<file path="src/rtl/instruction_fetch_unit_pkg.sv">
// Shared widths, reset constants and the queue entry type for the IF stage.
package ifu_pkg;
  localparam int unsigned ADDR_W      = 16;
  localparam int unsigned INSTR_W     = 16;
  localparam logic [ADDR_W-1:0] PC_STEP  = 16'd4;
  localparam logic [ADDR_W-1:0] RESET_PC = 16'h0004;
  localparam int unsigned QUEUE_DEPTH = 2;
  localparam int unsigned CNT_W       = $clog2(QUEUE_DEPTH) + 1;

  typedef struct packed {
    logic [INSTR_W-1:0] instr;
    logic [ADDR_W-1:0]  pc;
  } fetch_entry_t;
endpackage

</file>
<file path="src/rtl/instruction_fetch_unit_if.sv">
// Memory read port, decode handshake and redirect port of the fetch stage.
interface instruction_fetch_unit_if;
  import ifu_pkg::*;

  logic               memRequest;
  logic [ADDR_W-1:0]  memAddress;
  logic [INSTR_W-1:0] memInstruction;
  logic               memValid;
  logic               branchTaken;
  logic [ADDR_W-1:0]  branchTarget;
  logic               instrValid;
  logic [INSTR_W-1:0] instruction;
  logic [ADDR_W-1:0]  instrPc;
  logic               instrReady;

  modport master (
    output memRequest, memAddress, instrValid, instruction, instrPc,
    input  memInstruction, memValid, branchTaken, branchTarget, instrReady
  );

  modport slave (
    input  memRequest, memAddress, instrValid, instruction, instrPc,
    output memInstruction, memValid, branchTaken, branchTarget, instrReady
  );
endinterface

</file>
<file path="src/rtl/instruction_fetch_unit_fetch_queue.sv">
// In-order instruction queue; request addresses wait in a tag FIFO until their response lands.
module fetch_queue
  import ifu_pkg::*;
(
  input  logic               clock,
  input  logic               reset,
  input  logic               flush,
  input  logic               tag_push,
  input  logic [ADDR_W-1:0]  tag,
  input  logic               push,
  input  logic [INSTR_W-1:0] push_instr,
  input  logic               pop,
  output fetch_entry_t       head,
  output logic               head_valid,
  output logic [CNT_W-1:0]   count
);
  localparam int unsigned PTR_W = $clog2(QUEUE_DEPTH);

  fetch_entry_t      entries [QUEUE_DEPTH];
  logic [ADDR_W-1:0] tags    [QUEUE_DEPTH];
  logic [PTR_W-1:0]  wr_ptr, rd_ptr, tag_wr, tag_rd;
  logic [CNT_W-1:0]  cnt;
  logic              pop_ok;

  always_comb begin
    pop_ok     = pop && (cnt != '0);
    head       = entries[rd_ptr];
    head_valid = (cnt != '0);
    count      = cnt;
  end

  always_ff @(posedge clock or posedge reset) begin
    if (reset) begin
      wr_ptr <= '0;
      rd_ptr <= '0;
      tag_wr <= '0;
      tag_rd <= '0;
      cnt    <= '0;
    end else if (flush) begin
      wr_ptr <= '0;
      rd_ptr <= '0;
      tag_wr <= '0;
      tag_rd <= '0;
      cnt    <= '0;
    end else begin
      if (tag_push) tag_wr <= tag_wr + 1'b1;
      if (push) begin
        wr_ptr <= wr_ptr + 1'b1;
        tag_rd <= tag_rd + 1'b1;
      end
      if (pop_ok) rd_ptr <= rd_ptr + 1'b1;
      cnt <= cnt + CNT_W'(push) - CNT_W'(pop_ok);
    end
  end

  always_ff @(posedge clock) begin
    if (tag_push) tags[tag_wr] <= tag;
    if (push) entries[wr_ptr] <= '{instr: push_instr, pc: tags[tag_rd]};
  end
endmodule

</file>
<file path="src/rtl/instruction_fetch_unit.sv">
// IF stage: owns the PC, issues credit-limited reads and handles redirects.
// Build option FETCH_MISALIGN_TRAP_EN traps misaligned redirect targets.
module instruction_fetch_unit
  import ifu_pkg::*;
(
  input  logic clock,
  input  logic reset,
  instruction_fetch_unit_if.master bus
`ifdef FETCH_MISALIGN_TRAP_EN
  ,
  output logic misalignFault
`endif
);
  logic [ADDR_W-1:0] pc;
  logic [CNT_W-1:0]  inflight, discard, owed, count;
  logic [CNT_W:0]    occupancy;
  logic              pop, issue, resp_arrive, resp_keep, resp_drop;
  logic              misaligned, fault, head_valid;
  fetch_entry_t      head;

`ifdef FETCH_MISALIGN_TRAP_EN
  assign misaligned = bus.branchTaken && (bus.branchTarget[1:0] != 2'b00);
  always_ff @(posedge clock or posedge reset) begin
    if (reset)           fault <= 1'b0;
    else if (misaligned) fault <= 1'b1;
  end
  assign misalignFault = fault;
`else
  assign misaligned = 1'b0;
  assign fault      = 1'b0;
`endif

  // Credits count queued entries plus responses still owed, net of this cycle's pop.
  always_comb begin
    pop         = head_valid && bus.instrReady;
    occupancy   = {1'b0, count} + {1'b0, inflight} - (CNT_W+1)'(pop);
    issue       = !reset && !bus.branchTaken && !fault
                  && (occupancy < (CNT_W+1)'(QUEUE_DEPTH));
    resp_arrive = bus.memValid && ((inflight != '0) || (discard != '0));
    resp_drop   = resp_arrive && (discard != '0);
    resp_keep   = resp_arrive && (discard == '0);
    owed        = inflight + discard - CNT_W'(resp_arrive);
  end

  always_ff @(posedge clock or posedge reset) begin
    if (reset) begin
      pc       <= RESET_PC;
      inflight <= '0;
      discard  <= '0;
    end else if (bus.branchTaken) begin
      inflight <= '0;
      discard  <= owed;
      if (!misaligned) pc <= bus.branchTarget & ~ADDR_W'(3);
    end else begin
      discard  <= discard - CNT_W'(resp_drop);
      inflight <= inflight + CNT_W'(issue) - CNT_W'(resp_keep);
      if (issue) pc <= pc + PC_STEP;
    end
  end

  fetch_queue u_queue (
    .clock      (clock),
    .reset      (reset),
    .flush      (bus.branchTaken),
    .tag_push   (issue),
    .tag        (pc),
    .push       (resp_keep && !bus.branchTaken),
    .push_instr (bus.memInstruction),
    .pop        (pop && !bus.branchTaken),
    .head       (head),
    .head_valid (head_valid),
    .count      (count)
  );

  always_comb begin
    bus.memRequest  = issue;
    bus.memAddress  = pc;
    bus.instrValid  = head_valid;
    bus.instruction = head_valid ? head.instr : '0;
    bus.instrPc     = head_valid ? head.pc    : '0;
  end
endmodule

</file>
<file path="src/flat_wrapper.sv">
// flat-port wrapper written by rule: the top's interface ports become plain ports
module instruction_fetch_unit_flat import ifu_pkg::*;
  (clock, reset, bus_memRequest, bus_memAddress, bus_instrValid, bus_instruction, bus_instrPc, bus_memInstruction, bus_memValid, bus_branchTaken, bus_branchTarget, bus_instrReady);
  instruction_fetch_unit_if bus_i ();
  input  logic clock;
  input  logic reset;
  output wire logic [$bits(bus_i.memRequest)-1:0] bus_memRequest;
  output wire logic [$bits(bus_i.memAddress)-1:0] bus_memAddress;
  output wire logic [$bits(bus_i.instrValid)-1:0] bus_instrValid;
  output wire logic [$bits(bus_i.instruction)-1:0] bus_instruction;
  output wire logic [$bits(bus_i.instrPc)-1:0] bus_instrPc;
  input wire logic [$bits(bus_i.memInstruction)-1:0] bus_memInstruction;
  input wire logic [$bits(bus_i.memValid)-1:0] bus_memValid;
  input wire logic [$bits(bus_i.branchTaken)-1:0] bus_branchTaken;
  input wire logic [$bits(bus_i.branchTarget)-1:0] bus_branchTarget;
  input wire logic [$bits(bus_i.instrReady)-1:0] bus_instrReady;
  assign bus_memRequest = bus_i.memRequest;
  assign bus_memAddress = bus_i.memAddress;
  assign bus_instrValid = bus_i.instrValid;
  assign bus_instruction = bus_i.instruction;
  assign bus_instrPc = bus_i.instrPc;
  assign bus_i.memInstruction = bus_memInstruction;
  assign bus_i.memValid = bus_memValid;
  assign bus_i.branchTaken = bus_branchTaken;
  assign bus_i.branchTarget = bus_branchTarget;
  assign bus_i.instrReady = bus_instrReady;
  instruction_fetch_unit u_core (.clock(clock), .reset(reset), .bus(bus_i));
endmodule
</file>
<file path="config.mk">
export PLATFORM = sky130hd
export DESIGN_NAME = instruction_fetch_unit_flat
export DESIGN_NICKNAME = d
export VERILOG_FILES = /design/src/rtl/instruction_fetch_unit_pkg.sv /design/src/rtl/instruction_fetch_unit_if.sv /design/src/rtl/instruction_fetch_unit_fetch_queue.sv /design/src/rtl/instruction_fetch_unit.sv /design/src/flat_wrapper.sv
export SDC_FILE = /design/constraint.sdc
export NUM_CORES = 1
export LEC_CHECK = 0
export ABC_AREA = 1
export CORE_UTILIZATION = 50
export CTS_BUF_LIST = sky130_fd_sc_hd__clkbuf_8
export CTS_CLUSTER_SIZE = 16
export DETAILED_ROUTE_END_ITERATION = 8
export GPL_TIMING_DRIVEN = 1
export MAX_ROUTING_LAYER = met4
export PLACE_DENSITY_LB_ADDON = 0.05
export SYNTH_ARGS = -nofsm -noshare
export SYNTH_HDL_FRONTEND = slang
export SYNTH_SLANG_ARGS = --single-unit
</file>
<file path="constraint.sdc">
create_clock -name clock -period 4.63 [get_ports clock]
set_input_delay 1.389 -clock clock [delete_from_list [all_inputs] [get_ports clock]]
set_output_delay 1.389 -clock clock [all_outputs]
set_load 0.01 [all_outputs]
</file>
# Word-level counts from Yosys, hierarchy flattened
# Memory sizes are Yosys's and may differ from the RTL's.
# Cells that the tools add are included.
[classes]
add_sub_neg = 14
n_lt_le_gt_ge = 1
n_mux = 19
n_reduce_logical = 19
[op_table]
columns = ["operator", "n"]
rows = [
  ["2-to-1 mux 16 bit", 4],
  ["adder 16 x 3 -> 16 bit (second input constant)", 1],
  ["2-to-1 mux 1 bit", 12],
  ["nonzero test 2 bit", 6],
  ["logical AND 1 bit", 9],
  ["subtractor 2 x 1 -> 2 bit", 4],
  ["2-to-1 mux 2 bit", 3],
  ["adder 1 bit (second input constant)", 4],
  ["adder 2 x 1 -> 2 bit", 2],
  ["adder 2 x 2 -> 3 bit", 1],
  ["less-than comparator 3 x 2 -> 1 bit (second input constant)", 1],
  ["subtractor 3 x 1 -> 3 bit", 1],
  ["adder 2 bit", 1],
  ["zero test 1 bit", 2],
  ["zero test 2 bit", 1],
  ["logical OR 1 bit", 1],
]
[totals]
reg_bits = 26
mem_bits_rw = 96
in_bits = 37
output_inout_bits = 50
word_cells = 63
mem_count = 2
[memory_table]
columns = ["memory", "depth", "width", "rd", "rd_ports_with_merged_regs", "write_ports", "line_no", "rtl"]
rows = [
  ["u_core.u_queue.entries", 2, 32, 1, 0, 1, "instruction_fetch_unit_fetch_queue.sv:19", "fetch_entry_t entries [QUEUE_DEPTH];"],
  ["u_core.u_queue.tags", 2, 16, 1, 0, 1, "instruction_fetch_unit_fetch_queue.sv:20", "logic [ADDR_W-1:0] tags [QUEUE_DEPTH];"],
]

# Depth between registers and ports, before layout
# Gate-level depths: netlist of the first run.
[logic_depth]
ltp_word = 8
depth_mapped = 15
ltp_nobuf = 14

# By module
# A second synthesis of the first run with hierarchy kept.
[unflattened]
cells_unflattened = 537
area_unflattened_um2 = 5557.8
[modules_own_cells]
columns = ["module", "n_inst", "cells_per_inst", "area_each_um2", "seq_area_each_um2"]
rows = [
  ["fetch_queue", 1, 260, 3843.7, 3032.9],
  ["instruction_fetch_unit", 1, 277, 1714.1, 451.7],
]

# Worst setup path before layout of the first run
# Ideal clock, no wire load.
[synth_timing]
path_kind = "input port to output port"
from = "in bus_instrReady"
to = "out bus_memRequest"
arrival_time_ns = 3.046
t_required_ns = 3.241
setup_slack_ns = 0.195
stages = 10
n_path_buf = 1
cell_sequence = "inv_1 nor2_1 ha_1 or2_2 fa_1 nand2_4 nor2_4 nand2_4 inv_6 buf_6"
[synth_between]
elab_chain_len = 4
[synth_rtl]
columns = ["item", "line_no", "rtl"]
rows = [
  ["start, declared", "flat_wrapper.sv:16", "input wire logic [$bits(bus_i.instrReady)-1:0] bus_instrReady;"],
  ["logical AND 1 bit", "instruction_fetch_unit.sv:35", "pop = head_valid && bus.instrReady;"],
  ["subtractor 3 x 1 -> 3 bit", "instruction_fetch_unit.sv:36", "occupancy = {1'b0, count} + {1'b0, inflight} - (CNT_W+1)'(pop);"],
  ["less-than comparator 3 x 2 -> 1 bit", "instruction_fetch_unit.sv:38", "&& (occupancy < (CNT_W+1)'(QUEUE_DEPTH));"],
  ["logical AND 1 bit", "instruction_fetch_unit.sv:38", ""],
  ["end, declared", "flat_wrapper.sv:7", "output wire logic [$bits(bus_i.memRequest)-1:0] bus_memRequest;"],
]
# No other way between the ends.

# Worst setup path after layout of the first run
# Same ends and word-level chain as after synthesis.

==> results of run 1 <==
==> where the power goes <==
part | switching (mW) | internal, mW
combinational | 0.400 | 0.333
clock | 0.329 | 0.202
sequential | 0.126 | 1.27
==> cell usage after synthesis, drive strengths merged <==
cell type / instances / share of area (%)
mux2i: 1 / 0.20
o21a: 1 / 0.15
a21oi: 30 / 3.0
nand2: 164 / 13
clkbuf: 13 / 0.98
xor2: 2 / 0.35
o21bai: 1 / 0.15
buf: 7 / 1.3
nand3: 37 / 3.7
or2: 3 / 0.38
dfrtp: 23 / 12
conb: 1 / 0.076
nor2: 24 / 2.1
nand4: 5 / 0.63
inv: 43 / 3.5
xnor2: 6 / 1.1
nor3: 3 / 0.30
fa: 1 / 0.40
edfxtp: 88 / 53
o211ai: 1 / 0.15
o21ai: 8 / 0.81
dfstp: 1 / 0.53
ha: 10 / 2.5
==> sequential cells by signal, summed over array words and instances (netlist names) <==
register,cells
u_core.bus.memAddress,14
u_core.u_queue.tag_rd,1
u_core.inflight,2
u_core.u_queue.tags,28
u_core.u_queue.rd_ptr,1
u_core.u_queue.entries,60
u_core.discard,2
u_core.u_queue.tag_wr,1
u_core.u_queue.wr_ptr,1
u_core.u_queue.count,2
==> per-stage QoR <==
step / TNS, ps / worst slack (ps) / cell area, sq um / std cells / power (mW)
after floorplan: 0 / 194.9 / 4970 / 476 / 1.844
after global placement: -712.4 / -712.4 / 5899 / 675 / 2.119
after detailed placement: -731.4 / -731.4 / 5899 / 675 / 2.147
after CTS: 0 / 64.76 / 6098 / 691 / 2.685
after global routing: 0 / 17.90 / 6098 / 691 / 2.837
final: 0 / 97.24 / 6098 / 691 / 2.658
==> worst max-delay path, stage by stage <==
cell and delay (ps):
dlygate4sd2_1 240, inv_2 70, nor2_4 40, ha_4 240
or2_4 230, fa_1 530, nand2_4 60, nor2_4 110
nand2_4 70, inv_6 70, buf_6 90
==> repair_timing <==
item | CTS | global route
endpoints found under the setup margin | 1 | 1
setup buffers | 0 | 0
gates resized for setup | 11 | 0
pin swaps | 5 | 1
==> metal layers <==
| metal | vias up | GRT usage, % | share of wire, % |
|---|---|---|---|
| met5 | - | - | 0 |
| met4 | 0 | 6.132 | 0.83 |
| met3 | 9 | 3.865 | 5.1 |
| met2 | 83 | 34.25 | 49 |
| met1 | 1578 | 23.90 | 46 |
| li1 | 1723 | - | - |
==> final timing paths <==
kind | end | depth (start not counted) | slack, ps | start
min in group asynchronous | u_core.inflight[0] | 2 | 1650 | reset
worst min register to register | u_core.bus.memAddress[2] | 2 | 530 | u_core.bus.memAddress[2]
worst min-delay path | u_core.bus.memAddress[2] | 2 | 530 | u_core.bus.memAddress[2]
max in group asynchronous | u_core.bus.memAddress[5] | 2 | 2380 | reset
worst max-delay path | bus_memRequest | 11 | 100 | bus_instrReady
worst max register to register | u_core.inflight[1] | 14 | 1720 | u_core.u_queue.count[1]
==> cell type report <==
type / count / area (sq um) / share of cell area [%]
flip-flops and latches: 112 / 3244 / 53.20
multi-input cells: 301 / 1466 / 24.05
repair buffers: 90 / 875.8 / 14.36
inverters: 43 / 173.9 / 2.852
well taps: 129 / 161.4 / 2.647
clock buffers: 9 / 123.9 / 2.031
clock inverters: 7 / 52.55 / 0.8617
==> cell families after synthesis <==
group	Yosys count
other cells	1
xor+xnor	8
mux	1
compound gates	41
flops	112
fa+ha+maj	11
buf+inv	63
simple gates	236
==> impl_metrics.yaml, run 1 <==
final_layout:
  most-common-layout-cells: "162 x nand2_1, 88 x edfxtp_1, 78 x clkdlybuf4s50_1"
  num_antenna_cells: 0
  fillers: 787
  area_growth_pct: 22.99
  nNetsFinal: 605
  utilization_pct: 64.77
  drive_gt1_share_pct: 7.295
  layout_commonest_cell: "nand2_1"
sta:
  period_needed_ps: 4533
  slew_viol_final: 0
  setup_viol_count_final: 0
  rsz0062_at_grt: "no"
  skew_ps: 12.41
  relSlewSlack_pct: 33.22
  post-route-period-util_pct: 97.90
  max_freq_mhz: 220.6
  holdWs_ps: 530.8
  final_hold_viol_count: 0
  tightest_slew_ps: 1001
worst_setup_path:
  cp-start-kind: "input pin"
  crit_type: "in2out"
  cp.required_ps: 3240
  cp.arrival_ps: 3140
  crit_fanout: 2
  endpoint_kind: "output pin"
synth:
  ys_ff_latch: 112
  syn_area_sq_mm: 0.004959
  synth_compound_area_share_pct: 4.290
  synth_mux_area_share_pct: 0.2019
  avgSynthCellArea_sq_um: 10.48
  yosys.area_share.adder_pct: 2.927
  yosys.area_share.simple_pct: 19.88
  synth_top_family_by_area: "simple AND/OR/NAND/NOR gates"
  synthCells: 473
  synth_xor_area_share_pct: 1.413
  ys_seq_area_share_pct: 65.43
  yosysWarnings: 0
  synth_cell_type_count: 28
route:
  viasPerCell: 4.910
  wl_per_cell_um: 13.21
  finalWirelength_um: 9129
  vias: 3393
  drtPass1Iterations: 4
  drc: 0
  drtAntennaViolNets: 0
  initialDrtViolationCount: 110
die:
  core_sq_mm: 0.009415
  num_rows: 35
  dieArea_sq_mm: 0.01032
  die_w_um: 101.6
  pin_count: 87
  start_util_pct: 52.66
  die_h_um: 101.6
place:
  dp_hpwl_um: 5853
  gp_congestion: 0.8102
  port_buffers: 80
power:
  power.density_mw_per_mm2: 435.9
  peakVddDrop_mv: 0.2703
  p_leak_nw: 2.456
cts:
  clk_latency_ps: 360
  root_buffer: "clkbuf_8"
  clk_pin_slew_ps: 90
  cts_buffers: 9
  clock_sinks: 112
  cts_tree: "yes"
  htreeDepth: 3
  clk_path_buf_depth: 2
  holdBufCountCts: 0
global_route:
  grt_overflow: 0
  grt_max_degree: 34
  antenna_found_initial: 0
  grt_pass1_wl_um: 15380
  grt_usage_pct: 20.00
  grt_pass1_vias: 3378
hold_path:
  hp-class: "reg2reg"
status:
  status: "completed"
flow_run:
  cap_violations: 0
Note: power is estimated with default switching activity, not from simulation.
==> run 2, diff against run 1 <==
Settings changed: PLACE_DENSITY_LB_ADDON 0.05 to 0.08.
==> run 2 against run 1 <==
Register-to-register slack got worse by 20 ps; via count is 1.5% higher; critical path type unchanged; worst hold slack got worse by 2.2 ps; sequential cell count stayed put; sequential share of layout area down 0.11 points; critical endpoint unchanged; power up 0.95%; combinational power rose by 0.5%; worst setup slack worse by 7.3 ps.
==> impl_metrics.yaml, run 2 (same netlist as run 1, synthesis figures left out) <==
place:
  placed_cell_area_sq_mm: 0.005899
  dp_hpwl_um: 6169
  gp_congestion: 0.8300
  dp_cells: 675
  port_buffers: 80
route:
  viasPerCell: 4.986
  finalWirelength_um: 9450
  drtAntennaViolNets: 0
  wl_per_cell_um: 13.68
  drtPass1Iterations: 4
  initialDrtViolationCount: 106
  drc: 0
  vias: 3445
worst_setup_path:
  cp.required_ps: 3240
  cp.arrival_ps: 3150
  cp_cell_sequence: "dlygate4sd2_1 > inv_2 > nor2_4 > ha_4 > or2_4 > fa_2 > nand2_4 > nor2_4 > nand2_4 > inv_6 > buf_6"
  crit_type: "in2out"
  crit_slowest_cell: "fa_2"
  endpoint_kind: "output pin"
  crit_fanout: 2
  critical-path-max-stage-delay_ps: 550
  cp-start-kind: "input pin"
sta:
  holdWs_ps: 528.6
  rsz0062_at_grt: "no"
  final_hold_viol_count: 0
  period_needed_ps: 4540
  max_freq_mhz: 220.3
  setup-tns-final_ps: 0
  relSlewSlack_pct: 32.86
  setup_viol_count_final: 0
  post-route-period-util_pct: 98.06
  slew_viol_final: 0
  skew_ps: 12.78
  tightest_slew_ps: 1006
die:
  dieArea_sq_mm: 0.01032
  pin_count: 87
  num_rows: 35
  die_h_um: 101.6
  core_sq_mm: 0.009415
  die_w_um: 101.6
  start_util_pct: 52.66
final_layout:
  num_antenna_cells: 0
  fin_area_sq_mm: 0.006111
  drive_gt1_share_pct: 7.651
  most-common-layout-cells: "162 x nand2_1, 88 x edfxtp_1, 78 x clkdlybuf4s50_1"
  largest_reg_flops: 60
  top_register: "u_core.u_queue.entries"
  nNetsFinal: 605
  layout_commonest_cell: "nand2_1"
  multiInputGateArea_sq_mm: 0.001469
  fillers: 762
  area_growth_pct: 23.24
  seqCellArea_sq_mm: 0.003244
  final_cells: 691
global_route:
  grt_overflow: 0
  grt_max_degree: 34
  grt_pass1_wl_um: 15170
  grt_usage_pct: 20.06
  grt_pass1_vias: 3349
  antenna_found_initial: 0
cts:
  clk_path_buf_depth: 2
  clock_sinks: 112
  cts_setup_buffers: 0
  clk_latency_ps: 370
  root_buffer: "clkbuf_8"
  cts_buffers: 9
  clk_pin_slew_ps: 90
  cts_tree: "yes"
  htreeDepth: 3
  holdBufCountCts: 0
status:
  status: "completed"
power:
  peakVddDrop_mv: 0.2463
  power.density_mw_per_mm2: 439.2
  p_leak_nw: 2.457
hold_path:
  hp-class: "reg2reg"
flow_run:
  cap_violations: 0
run 2: cell count changes in the layout (fill, tap and decap cells not counted):
cell and delta:
fa_2 +1, fa_1 -1, inv_1 -1, clkbuf_8 +1
run 2: worst paths after layout:
path                                          startpoint                       end  slack (ps)  cells past startpoint
worst max-delay path                      bus_instrReady            bus_memRequest          90                     11
worst min-delay path            u_core.bus.memAddress[2]  u_core.bus.memAddress[2]         530                      2
worst max register to register   u_core.u_queue.count[1]        u_core.inflight[1]        1700                     14
worst min register to register  u_core.bus.memAddress[2]  u_core.bus.memAddress[2]         530                      2
max in group asynchronous                          reset  u_core.bus.memAddress[5]        2380                      2
min in group asynchronous                          reset        u_core.inflight[0]        1640                      2
run 2: layout make-up:
type / instances / area share, %
clock inverters: 6 / 0.7985
repair buffers: 90 / 14.33
well taps: 129 / 2.641
clock buffers: 10 / 2.252
inverters: 43 / 2.846
multi-input cells: 301 / 24.04
flip-flops and latches: 112 / 53.09
run 2: stage by stage:
step	power, mW	util, %	setup slack (ps)
2_1_floorplan	1.844	-	194.9
3_3_place_gp	2.118	62.66	-711.4
3_5_place_dp	2.152	62.66	-717.6
4_1_cts	2.698	64.74	4.150
5_1_grt	2.855	64.90	32.34
6_report	2.684	64.90	89.90
run 2: power by group:
group          switching [mW]  internal (mW)
Sequential              0.129           1.27
Combinational           0.405          0.332
Clock                   0.330          0.219
run 2: what timing repair did:
action	in CTS	in global routing
pin swaps	5	1
endpoints found under the setup margin	1	1
gates resized for setup	10	2
run 2: worst max-delay path: cells and delay by family:
kind	cells	cell delay (ps)
fa+ha+maj	2	780
buf+inv	4	460
simple gates	5	510
run 2: per-layer routing:
layer | track usage (%) | vias to the layer above | wire [um]
met5 | - | - | 0
met4 | 8.361 | 0 | 116
met3 | 3.796 | 7 | 511
met2 | 33.84 | 102 | 4626
met1 | 23.57 | 1606 | 4194
li1 | - | 1730 | -
==> run 3, diff against run 2 <==
Settings changed: HOLD_SLACK_MARGIN set to 0.06.
==> results of run 3 <==
The final DEF is identical to that of run 2; final timing and power are the same.
